`src/rtl/stream_mux_pkg.sv`:
```
// Shared types and helpers for the stream_mux block.
package stream_mux_pkg;

    typedef enum logic [0:0] {
        SEL_EXT     = 1'b0,
        ROUND_ROBIN = 1'b1
    } mode_e;

    // Wrap-around increment of a channel index in the range [0, n).
    function automatic int unsigned next_idx(input int unsigned idx, input int unsigned n);
        if (idx + 32'd1 >= n) begin
            return 32'd0;
        end else begin
            return idx + 32'd1;
        end
    endfunction

endpackage

```
`src/rtl/stream_mux_rr_arbiter.sv`:
```
// Round-robin arbiter: grants the first requester at or after the pointer,
// and moves the pointer past the channel that was actually accepted.
module rr_arbiter
    import stream_mux_pkg::*;
#(
    parameter int N_CH = 4
) (
    input  logic                    clk,
    input  logic                    rst,
    input  logic [N_CH-1:0]         req,
    input  logic                    advance,
    input  logic [$clog2(N_CH)-1:0] adv_idx,
    output logic [$clog2(N_CH)-1:0] grant,
    output logic                    grant_valid
);

    localparam int IW = $clog2(N_CH);

    logic [IW-1:0] r_ptr;
    logic [IW-1:0] w_idx;
    logic [IW-1:0] w_grant;
    logic          w_found;
    logic          w_hit;

    // Scan requesters starting at the pointer, wrapping modulo N_CH.
    always_comb begin
        w_grant = '0;
        w_found = 1'b0;
        w_hit   = 1'b0;
        w_idx   = r_ptr;
        for (int k = 0; k < N_CH; k++) begin
            w_hit   = !w_found && req[w_idx];
            w_grant = w_hit ? w_idx : w_grant;
            w_found = w_found | w_hit;
            w_idx   = IW'(next_idx(32'(w_idx), 32'(N_CH)));
        end
    end

    // Pointer register.
    always_ff @(posedge clk) begin
        if (rst) begin
            r_ptr <= '0;
        end else if (advance) begin
            r_ptr <= IW'(next_idx(32'(adv_idx), 32'(N_CH)));
        end else begin
            r_ptr <= r_ptr;
        end
    end

    assign grant       = w_grant;
    assign grant_valid = |req;

endmodule

```
`src/rtl/stream_mux.sv`:
```
// N-channel valid/ready stream multiplexer with a registered output stage.
// Optional packet locking is enabled by defining STREAM_MUX_PKT_LOCK_EN.
module stream_mux
    import stream_mux_pkg::*;
#(
    parameter int N_CH  = 4,
    parameter int WIDTH = 8,
    parameter int MODE  = 0
) (
    input  logic                    clk,
    input  logic                    rst,
    input  logic [$clog2(N_CH)-1:0] sel,
    input  logic [N_CH-1:0]         in_valid,
    output logic [N_CH-1:0]         in_ready,
    input  logic [N_CH*WIDTH-1:0]   in_data,
    input  logic [N_CH-1:0]         in_last,
    output logic                    out_valid,
    input  logic                    out_ready,
    output logic [WIDTH-1:0]        out_data,
    output logic                    out_last,
    output logic [$clog2(N_CH)-1:0] out_ch
);

    localparam int IW = $clog2(N_CH);

    logic             w_load_en;
    logic             w_accept;
    logic             w_base_ok;
    logic             w_grant_ok;
    logic [IW-1:0]    w_base_g;
    logic [IW-1:0]    w_g;
    logic [WIDTH-1:0] w_data;
    logic             w_last;

    logic             r_out_valid;
    logic [WIDTH-1:0] r_out_data;
    logic             r_out_last;
    logic [IW-1:0]    r_out_ch;

    generate
        if (MODE == int'(ROUND_ROBIN)) begin : g_rr
            logic w_unused_sel;
            assign w_unused_sel = ^sel;
            rr_arbiter #(.N_CH(N_CH)) u_arb (
                .clk         (clk),
                .rst         (rst),
                .req         (in_valid),
                .advance     (w_accept),
                .adv_idx     (w_g),
                .grant       (w_base_g),
                .grant_valid (w_base_ok)
            );
        end else begin : g_ext
            assign w_base_g  = sel;
            assign w_base_ok = (32'(sel) < 32'(N_CH));
        end
    endgenerate

`ifdef STREAM_MUX_PKT_LOCK_EN
    logic          r_lock;
    logic [IW-1:0] r_locked_ch;

    // A beat without last pins the grant to its channel until the last beat.
    always_ff @(posedge clk) begin
        if (rst) begin
            r_lock      <= 1'b0;
            r_locked_ch <= '0;
        end else if (w_accept) begin
            r_lock      <= !w_last;
            r_locked_ch <= w_g;
        end else begin
            r_lock      <= r_lock;
            r_locked_ch <= r_locked_ch;
        end
    end

    assign w_g        = r_lock ? r_locked_ch : w_base_g;
    assign w_grant_ok = r_lock | w_base_ok;
`else
    assign w_g        = w_base_g;
    assign w_grant_ok = w_base_ok;
`endif

    assign w_load_en = !r_out_valid || out_ready;

    // One-hot ready and the matching data/last selection.
    always_comb begin
        in_ready = '0;
        w_data   = '0;
        w_last   = 1'b0;
        for (int c = 0; c < N_CH; c++) begin
            in_ready[c] = !rst && w_load_en && w_grant_ok && (w_g == IW'(c));
            w_data      = w_data | (in_data[c*WIDTH +: WIDTH] & {WIDTH{in_ready[c]}});
            w_last      = w_last | (in_last[c] & in_ready[c]);
        end
    end

    assign w_accept = |(in_valid & in_ready);

    // Output stage: load on accept, empty when draining with nothing new.
    always_ff @(posedge clk) begin
        if (rst) begin
            r_out_valid <= 1'b0;
            r_out_data  <= '0;
            r_out_last  <= 1'b0;
            r_out_ch    <= '0;
        end else if (w_accept) begin
            r_out_valid <= 1'b1;
            r_out_data  <= w_data;
            r_out_last  <= w_last;
            r_out_ch    <= w_g;
        end else if (w_load_en) begin
            r_out_valid <= 1'b0;
            r_out_data  <= r_out_data;
            r_out_last  <= r_out_last;
            r_out_ch    <= r_out_ch;
        end else begin
            r_out_valid <= r_out_valid;
            r_out_data  <= r_out_data;
            r_out_last  <= r_out_last;
            r_out_ch    <= r_out_ch;
        end
    end

    assign out_valid = r_out_valid;
    assign out_data  = r_out_data;
    assign out_last  = r_out_last;
    assign out_ch    = r_out_ch;

endmodule
```
`config.mk`:
```
export PLATFORM = sky130hd
export DESIGN_NAME = stream_mux
export DESIGN_NICKNAME = d
export VERILOG_FILES = /design/src/rtl/stream_mux_pkg.sv /design/src/rtl/stream_mux_rr_arbiter.sv /design/src/rtl/stream_mux.sv
export SDC_FILE = /design/constraint.sdc
export NUM_CORES = 1
export LEC_CHECK = 0
export BUFFER_PORTS_ARGS = -buffer_cell sky130_fd_sc_hd__buf_2
export CAP_MARGIN = 20
export CORE_MARGIN = 4
export CORE_UTILIZATION = 36
export CTS_BUF_LIST = sky130_fd_sc_hd__clkbuf_16
export DETAILED_ROUTE_END_ITERATION = 10
export PLACE_DENSITY = 0.83
export SYNTH_ARGS = -nofsm -noshare
export SYNTH_HDL_FRONTEND = slang
export SYNTH_SLANG_ARGS = --single-unit
```
`constraint.sdc`:
```
create_clock -name clk -period 1.4 [get_ports clk]
set_input_delay 0.07 -clock clk [delete_from_list [all_inputs] [get_ports clk]]
set_output_delay 0.07 -clock clk [all_outputs]
set_load 0.03 [all_outputs]
```
==> key figures <==
Run status
  – Status: complete, no violations

Cells and area
  – Layout cells sized above 1: just over 70%
  – ANT cells: 0
  – Fin util: 58.4%
  – Final non-filler cell area: 0.00129 sq mm
  – Most frequent cells in the layout: buf_2, dfxtp_1, and4_4, a31o_1, buf_4
  – Fillers: 201
  – Nets: 176
  – Area grow syn2layout: 53.9%
  – Most common cell after layout, fill and taps aside: buf_2

Worst setup path
  – Critical Path Fanout Max: 9
  – Critical Path End Type: primary output
  – Critical path required time: 1.33 ns
  – Startpoint Class: flop
  – Worst setup path category: reg2out
  – Crit path DAT: 1.24 ns

Global routing
  – Overall Global Routing Usage: around 16%
  – Largest net degree at the start of global routing: 21
  – GRT overflow: 0
  – Vias in the first global route: between 800 and 900
  – Initial antenna violation count: 0
  – First-pass GRT wire length: 3930 microns

Route
  – DRC: 0
  – Vias after detailed routing: 845
  – Via/cell ratio: approximately 5.4
  – Total Wirelength: ~2500 microns
  – Iter 0 DRT Violations: 7
  – DRT Pass-1 Iters: 4
  – Routed len/inst: between 15 and 20 microns
  – Number of nets with antenna violations after routing: 0

Placement
  – Global placement routability congestion: 0.793
  – IO buf count: 60
  – DP Area: 0.00121 sq mm
  – Place WS: 0.0165 ns
  – Post-DP HPWL: 2070 microns

Timing
  – Total negative setup slack: 0 ns
  – Final Hold Fails: 0
  – RSZ-0062 raised after global routing: false
  – Setup Skew: approximately 0.0024 ns
  – Minimum clock period: 1.31 ns
  – Final period util: 93.9%
  – Final setup margin: roughly 0.085 ns
  – Worst slew pin tran: 0.212 ns
  – Max frequency: 760 MHz
  – Fin. max-slew vios: 0
  – Slew headroom: 85.7%
  – Final setup viols: 0

Synth
  – Library cells used by synthesis: 23
  – Synth Area in Compound Gates: 11.2%
  – Post-synthesis xor/xnor area fraction: 0%
  – Post-Synthesis Cell Area: 840 sq um
  – Synth warn: 0
  – Area share of and/or/nand/nor cells after synthesis: 22.2%
  – Mux contribution to synthesized area: a little under a third
  – Mapped Cells: 67
  – Synth Net Count: 112
  – Sequential area share after synthesis: 28.6%
  – Syn_area_per_cell: about 13 sq um
  – Largest family of logic cells by synthesized area: multiplexers
  – Yosys reg bits: 12
  – Post-Synth Adder-Cell Area: 0%

Clock tree
  – CTS tree: built
  – Max Root-Sink Buffers: 2
  – Worst skew pair latency: 0.23 ns
  – Root Driver: clkbuf_16
  – TritonCTS buffer count: 3
  – Clock-pin slew on the worst setup and hold paths: 0.04 ns
  – H-tree depth: 1
  – Setup Fix Bufs, Post-CTS: 0
  – # clock sinks: 12

Die
  – Die Y: approximately 56 microns
  – Die width: 56.3 microns
  – Area of the die: roughly 0.0032 sq mm
  – Initial Util: a little under two fifths
  – I/O pin cnt: 61
  – # rows: 17
  – Core area: between 0.002 and 0.0025 sq mm

Pwr
  – Max IR drop VDD: 0.000509 V
  – Pwr dens: 1000 mW/mm^2
  – P_leak: 0.636 nW

Hold path
  – HP Class: in2reg

Flow run
  – MaxCap Viol Count: 0
final timing paths:
path,start,endpoint,slack [ns],depth (start not counted)
max,out_valid,in_ready[1],0.09,4
max reg2reg,out_valid,out_data[2],0.26,4
min reg2reg,out_data[4],out_data[4],0.47,1
min,rst,out_valid,0.03,2
metal layers:
metal	track usage, %	routed length, microns
met1	17.7	906
met2	29.0	1360
met3	3.91	203
met4	6.44	15
met5	0	0
what timing repair did:
item | in CTS | in global routing
gates resized for setup | 1 | 1
cloned | 0 | 0
endpoints found under the setup margin | 3 | 2
hold buffers | 0 | 0
power breakdown:
| part | internal (mW) | leakage, nW | switching, mW | total, mW |
|---|---|---|---|---|
| clock network | 0.371 | 0.0370 | 0.135 | 0.506 |
| logic | 0.187 | 0.499 | 0.203 | 0.390 |
| registers | 0.379 | 0.0991 | 0.0200 | 0.399 |
| total | 0.937 | 0.636 | 0.359 | 1.30 |
cells by family after synthesis:
family	count (synthesis)
AO/OA/AOI/OAI	11
buffers and inverters	9
flip-flops	12
multiplexers	12
AND/OR/NAND/NOR	23
synthesized netlist by cell type:
cell type | n | area, sq um
mux2i_1 | 1 | 10.0
nand2b_1 | 1 | 6.26
and4_4 | 8 | 90.1
buf_1 | 1 | 3.75
nand3_2 | 1 | 10.0
nor4_1 | 2 | 12.5
nand2_1 | 1 | 3.75
dfxtp_1 | 12 | 240
clkbuf_1 | 3 | 11.3
a31oi_1 | 1 | 6.26
mux4_1 | 4 | 105
a31o_1 | 8 | 70.1
inv_1 | 1 | 3.75
nor2b_1 | 1 | 6.26
buf_6 | 3 | 33.8
nor3b_1 | 2 | 15.0
mux4_2 | 6 | 135
and4_1 | 3 | 26.3
buf_2 | 1 | 5.00
nor2_1 | 3 | 11.3
nor3_1 | 1 | 5.00
mux2_2 | 1 | 11.3
a31o_2 | 2 | 17.5
flip-flops by register name, indices dropped and copies added (netlist names):
signal     flops
out_valid      1
out_data       8
out_ch         2
out_last       1
stage by stage:
| stage | hold slack, ns | std cells | power (mW) |
|---|---|---|---|
| after detailed placement | 0.280 | 154 | 0.792 |
| after global routing | 0.0402 | 157 | 1.36 |
| after global placement | 0.277 | 154 | 0.780 |
| final | 0.0333 | 157 | 1.30 |
| after CTS | 0.0284 | 157 | 1.31 |
| after floorplan | 0.142 | 67 | 0.664 |
critical path: stages, from the launching register on:
cell	delay [ns]
dfxtp_1	0.35
nand2b_4	0.14
nand2_2	0.13
nor3b_4	0.18
buf_2	0.22
layout make-up:
type | instances | area [sq um] | share of cell area [%]
flip-flops and latches | 12 | 240 | 18.6
multi-input cells | 46 | 586 | 45.3
inverters | 1 | 3.75 | 0.290
clock buffers | 3 | 75.1 | 5.81
repair buffers | 67 | 353 | 27.3
well taps | 28 | 35.0 | 2.71
Note: power is estimated with default switching activity, not from simulation.
